## src/rtl/encode_arbiter.sv

```systemverilog
// encode_arbiter: round-robin arbiter sharing one 8-input priority-encode /
// 7-segment display path among eight requesters.
// Registered one-hot grant plus index, hold timeout, one-cycle GAP between
// grants.
// Optional build macro: ENCODE_ARB_FIXED_PRIO_EN selects highest-index-wins
// instead of round-robin.
module encode_arbiter #(
  parameter int unsigned HOLD_MAX = 16
) (
  input  logic       clk,
  input  logic       rst,
  input  logic       en,
  input  logic [7:0] req,
  input  logic       done,
  output logic [7:0] gnt,
  output logic [2:0] gnt_idx,
  output logic       gnt_valid,
  output logic       timeout,
  output logic [4:0] led
);

  typedef enum logic [1:0] {IDLE, GRANT, GAP} state_t;

  state_t     state, state_nx;
  logic [7:0] gnt_nx;
  logic [2:0] idx_nx;
  logic [2:0] ptr, ptr_nx;
  logic [7:0] hold, hold_nx;
  logic       to_nx;
  logic [2:0] win;
  logic [2:0] cand;
  logic       found;
  logic       release_req;
  logic [7:0] hold_last;

  assign hold_last = 8'(HOLD_MAX - 1);
  assign gnt_valid = |gnt;

  // Winner selection among the current request lines
  always_comb begin
    win   = '0;
    cand  = '0;
    found = 1'b0;
`ifdef ENCODE_ARB_FIXED_PRIO_EN
    // Ascending scan: the last set bit seen is the highest index
    for (int unsigned i = 0; i < 8; i++) begin
      cand = 3'(i);
      if (req[cand]) win = cand;
    end
`else
    // Scan starting at ptr, wrapping from 7 back to 0
    for (int unsigned k = 0; k < 8; k++) begin
      cand = ptr + 3'(k);
      if (!found && req[cand]) begin
        win   = cand;
        found = 1'b1;
      end
    end
`endif
  end

  // Next-state and next-register logic for the IDLE/GRANT/GAP sequence
  always_comb begin
    state_nx    = state;
    gnt_nx      = gnt;
    idx_nx      = gnt_idx;
    ptr_nx      = ptr;
    hold_nx     = hold;
    to_nx       = 1'b0;
    release_req = done || !req[gnt_idx] || !en;
    case (state)
      IDLE: begin
        if (en && (|req)) begin
          gnt_nx   = 8'b1 << win;
          idx_nx   = win;
          hold_nx  = '0;
          state_nx = GRANT;
        end
      end
      GRANT: begin
        hold_nx = hold + 8'd1;
        if (release_req || (hold == hold_last)) begin
          state_nx = GAP;
          gnt_nx   = '0;
          ptr_nx   = gnt_idx + 3'd1;
          // Timeout only when no other release cause is present this cycle
          to_nx    = !release_req;
        end
      end
      GAP: begin
        state_nx = IDLE;
      end
      default: begin
        state_nx = IDLE;
      end
    endcase
  end

  // State and output registers with synchronous reset
  always_ff @(posedge clk) begin
    if (rst) begin
      state   <= IDLE;
      gnt     <= '0;
      gnt_idx <= '0;
      ptr     <= '0;
      hold    <= '0;
      timeout <= 1'b0;
      led     <= '0;
    end else begin
      state   <= state_nx;
      gnt     <= gnt_nx;
      gnt_idx <= idx_nx;
      ptr     <= ptr_nx;
      hold    <= hold_nx;
      timeout <= to_nx;
      led     <= {en, |req, gnt_idx};
    end
  end

endmodule

```

## config.mk

```make
export PLATFORM = sky130hd
export DESIGN_NAME = encode_arbiter
export DESIGN_NICKNAME = d
export VERILOG_FILES = /design/src/rtl/encode_arbiter.sv
export SDC_FILE = /design/constraint.sdc
export NUM_CORES = 1
export LEC_CHECK = 0
export CAP_MARGIN = 10
export CORE_MARGIN = 10
export CORE_UTILIZATION = 43
export CTS_CLUSTER_DIAMETER = 120
export CTS_CLUSTER_SIZE = 30
export DETAILED_ROUTE_END_ITERATION = 7
export GPL_ROUTABILITY_DRIVEN = 1
export HOLD_SLACK_MARGIN = 0.08
export PLACE_DENSITY_LB_ADDON = 0.12
export SYNTH_ARGS = -nofsm -noshare
export SYNTH_HDL_FRONTEND = slang
export SYNTH_SLANG_ARGS = --single-unit
```

## constraint.sdc

```tcl
create_clock -name clk -period 4.6 [get_ports clk]
set_input_delay 0.46 -clock clk [delete_from_list [all_inputs] [get_ports clk]]
set_output_delay 0.46 -clock clk [all_outputs]
set_load 0.1 [all_outputs]
```

## After elaboration in Yosys (flattened, before gate mapping)

Cells that the tools add are included.

- Register bits: 30
- Input bits: 12
- Output and inout port bits: 18

- Add/subtract/negate cells: 9
- Order comparisons: 9
- Equality and inequality tests: 4
- Shift-type cells: 1
- Mux-type cells: 41
- Bitwise operators: 2
- Reductions and logical operators: 31

Operators with widths:

| cell | number |
|---|---|
| 3-bit by 4-bit < comparator with 1-bit output, second input constant | 9 |
| 8-bit case mux with 2 select lines | 2 |
| 1-bit binary-select mux with 3-bit select | 9 |
| 3-bit 2-to-1 mux | 8 |
| 8-bit 2-to-1 mux | 3 |
| 1-bit 2-to-1 mux | 16 |
| 8-bit OR reduction | 2 |
| 3-bit adder, second input constant | 4 |
| 1-bit zero test | 10 |
| 8-bit by 1-bit adder with 8-bit output, second input constant | 1 |
| 8-bit by 4-bit == test with 1-bit output, second input constant | 1 |
| 1-bit logical AND | 8 |
| 2-bit AND reduction | 4 |
| 1-bit by 3-bit << shifter with 8-bit output, first input constant | 1 |
| 3-bit by 1-bit adder with 3-bit output, second input constant | 2 |
| 3-bit by 2-bit adder with 3-bit output, second input constant | 2 |
| 2-bit 2-to-1 mux | 2 |
| 2-bit != test, second input constant | 2 |
| 2-bit case mux with 2 select lines | 1 |
| 1-bit logical OR | 3 |
| 3-bit AND reduction | 1 |
| 3-bit OR reduction | 1 |
| 2-bit by 1-bit == test with 1-bit output, second input constant | 1 |
| 2-bit zero test | 1 |
| 2 further kinds | 3 |

## Depth between registers and ports, before layout

- Depth after elaboration: 27
- Depth in mapped cells: 13

## Worst setup path before layout

OpenSTA, ideal clock, no wires.

- Kind: reg2reg
- Start: register ptr[0]
- End: register gnt[1]
- Library setup time: 0.119 ns
- Arrival: 3.115 ns
- Data required time: 4.481 ns
- Setup slack: 1.366 ns
- Stages on the path, launching flop included: 13
- Buffers on the path: 4
- Cell sequence: dfxtp_1 > buf_6 > buf_2 > inv_1 > ha_1 > buf_2 > buf_6 > mux2_2 > mux4_2 > a211o_1 > a211oi_1 > o31ai_2 > a32o_1

- Cells in the longest elaborated chain, start to end: 27
- Elaborated cells between the ends (all ways): 55
- Classes of those cells: add/sub (7); shift (1); mux (33); reduce/logical (14)

RTL lines:

| what | line | text |
|---|---|---|
| start, declared | 27 | `logic [2:0] ptr, ptr_nx;` |
| start signal, assigned | 113 | `ptr <= ptr_nx;` |
| branches (longest 23 deep; another with 3-bit by 1-bit adder with 3-bit output) | -- |  |
| 3-bit 2-to-1 mux * | 54 | `if (!found && req[cand]) begin` |
| 1-bit by 3-bit << shifter with 8-bit output * | 74 | `gnt_nx = 8'b1 << win;` |
| 8-bit 2-to-1 mux * | 73 | `if (en && (\|req)) begin` |
| 8-bit case mux with 2 select lines * | 71 | `case (state)` |
| end signal, assigned | 111 | `gnt <= gnt_nx;` |
| end, declared | 15 | `output logic [7:0] gnt,` |

Mark *: on every way between the ends. The select of a mux whose other input is x is not followed.
A chain may end at the register's enable or synchronous reset.

## Final worst setup path

- Start: register ptr[1]
- End: register gnt[3]

Same word-level chain as after synthesis.

==> impl_results.md <==
- Die height: 90.2 µm
- Core Box Area: 4750 µm²
- Gr usage total: 13.4%
- Wirelength per Cell: 16.6 µm
- Filler instances: 455
- Total I/O pin count: 30
- Unique masters post-synth: 52
- Crit Path Max Fanout: 14
- Final Hold Fails: 0
- ANT nets after route: 0
- ANT cells: 0
- Number of flops mapped to enable cells by yosys: 0
- Top_reg_cell synth: dfxtp_1
- CP arrival: 3.95 ns
- Post-Route Skew: 0.00303 ns
- Longest Clk Path Bufs: 2
- Seq cells post-synth: 30
- Cell Area, Synth: 2120 µm²
- Async SR Flop Fraction: 0%
- Period utilisation layout: 80.9%
- Synth Area per Inst: about 9.5 µm²
- Die area: 8140 µm²
- Largest family of logic cells by synthesized area: multiplexers
- Share of layout cells above drive strength 1: 13.0%
- Relative slew slack: ~34%
- Setup bufs post-CTS: 0
- Clock Pin Slew Worst Setup and Hold Paths: roughly 0.060 ns
- TNS Setup: 0 ns
- Leakage power: 0.880 nW
- Area Growth Syn to Fin: 19.4%
- CTS tree: yes
- Min Tclk post-route: ~3.7 ns
- Mux cell area share after synthesis: 21.8%
- Die Width: about 90 µm
- Worst EP required: 4.83 ns
- GRT overflow: 0
- Max cap viols: 0
- DR iter-0 viols: ~130
- YS warnings: 0
- Root buf cell: clkbuf_8
- Most common cell after layout, fill and taps aside: dfxtp_1
- DRT Pass-1 Iters: 4
- Row cnt: 25
- Largest cells by area after synthesis: dfxtp_1 28%, mux4_2 11%, nor2_1 4.4%, mux2i_1 4.3%, nor2b_1 3.5%
- Area leader, netlist: dfxtp_1
- Initial Util: 44.6%
- RSZ-0062 raised after global routing: no
- Register area share after synthesis: around 28%
- Worst setup path class: reg -> reg
- DRC: 0
- NumNets Final: between 200 and 300
- Status: completed
- Worst skew pair latency: between 0.2 and 0.3 ns
- Vias: 1853
- Placer Congestion: 0.891
- Type of the tightest min-delay check: reg -> reg
- Syn_nets: 240
- Power per cell area: about 350 nW/µm²
- Hpwl dp: 4.04 mm
- Startpoint types: register
- Pins Over Slew Limit: 0
- Post-Synthesis Cells: approximately 220
- Via-per-instance ratio: 5.79
- Commonest cells after routing, fill and taps aside: 30 x dfxtp_1, 29 x clkdlybuf4s50_1, 25 x nor2_1
- Routed wire length: 5.30 mm
- Crit path capture type: register
- Worst Tran Pin Value: 0.991 ns
- Vias in the first global route: 1816
- Post-synth top area share: approximately 28%
- Number of buffers created by CTS: 5
- Global-route wire length before repair: 9.26 mm
- Initial antenna violation count: 0
- Post_cts resized: 0
- Synth Area in Adders: 2.36%
- Post-Synth Simple-Gate Area: about a fifth
- Placed inst area: between 2000 and 2500 µm²
- Max Freq: 0.269 GHz
- Post-Synth XOR/XNOR Area: under 10%
- Clk sinks: 30
- Largest net degree at the start of global routing: 20
- Setup-failing EPs final: 0
- Final Cell Area: 2530 µm²
- Hold buffers post-CTS: 0
- H-tree level count: 2
- Worst VDD drop: 215 µV
- Design Power: 0.885 mW
- Port Buffers: 29
- Compound-Gate Fraction of Synth Area: 20.8%
[cells in the mapped netlist, types with 3 or more instances]
cell,n
a211oi_1,5
a21oi_1,12
a32o_1,4
buf_2,3
clkbuf_1,3
dfxtp_1,30
ha_1,4
inv_1,4
mux2_2,6
mux2i_1,9
mux4_2,10
nand2_1,17
nand2b_1,5
nand3_1,10
nor2_1,25
nor2b_1,12
nor4_1,6
o21ai_0,4
o31ai_1,4
xnor2_1,3
xor2_1,5
[metal layers]
layer  share of wire, %  global-route usage, %  vias to the layer above
li1                   -                      -                      919
met1                 49                   18.0                      871
met2                 44                   20.2                       56
met3                6.5                   3.82                        7
met4                1.2                   3.98                        0
met5                  0                      0                        -
[cell type report]
cell class	count	area [µm²]	share of cell area, %
tap	67	83.8	3.31
inverter	5	18.8	0.742
multi-input combinational	180	1440	56.8
timing repair buffer	30	298	11.8
clock buffer	7	86.3	3.41
sequential	30	601	23.7
clock inverter	1	5.00	0.198
[cell families (layout without fill, tap and decap cells)]
family	after synthesis	in the layout
AO/OA/AOI/OAI	53	53
buffers and inverters	14	43
XOR/XNOR	8	8
adder cells (fa/ha/maj)	4	4
multiplexers	30	30
flip-flops	30	30
AND/OR/NAND/NOR	85	85
[registers in the layout (all words and copies together), names as in the netlist]
register	count
gnt	8
hold	8
led	5
gnt_idx	3
ptr	3
state	2
timeout	1
[worst paths after layout]
check / startpoint / to / slack [ns] / depth (start not counted)
setup reg to reg: ptr[1]$_SDFFE_PP0P_ / gnt[3]$_SDFFE_PP0P_ / 0.88 / 9
setup / recovery: ptr[1]$_SDFFE_PP0P_ / gnt[3]$_SDFFE_PP0P_ / 0.88 / 9
hold / removal: gnt[4]$_SDFFE_PP0P_ / gnt[4]$_SDFFE_PP0P_ / 0.47 / 2
hold reg to reg: gnt[4]$_SDFFE_PP0P_ / gnt[4]$_SDFFE_PP0P_ / 0.47 / 2
[critical path, cell delays in order, from the launching register on]
cell and delay (ns):
dfxtp_1 0.63, inv_1 0.15, ha_1 0.68, mux2_1 0.45, a221oi_4 0.41, a32oi_2 0.22
o311ai_1 0.39, nand3_1 0.18, a21oi_1 0.34, a32o_1 0.21
[stage by stage]
stage | utilization (%) | cells | setup WS, ns | hold slack, ns
final | 53.2 | 320 | 0.877 | 0.473
after global routing | 53.2 | 320 | 0.595 | 0.498
after CTS | 53.2 | 320 | 0.874 | 0.477
after detailed placement | 51.3 | 312 | 0.905 | 0.468
after global placement | 51.3 | 312 | 0.995 | 0.468
after floorplan | - | 224 | 1.37 | 0.465
[report_power, final]
part | switching (mW) | internal [mW]
clock | 0.0968 | 0.120
combinational | 0.247 | 0.131
sequential | 0.0165 | 0.274
total | 0.360 | 0.525
No activity file was read; power rests on OpenSTA's default activity.
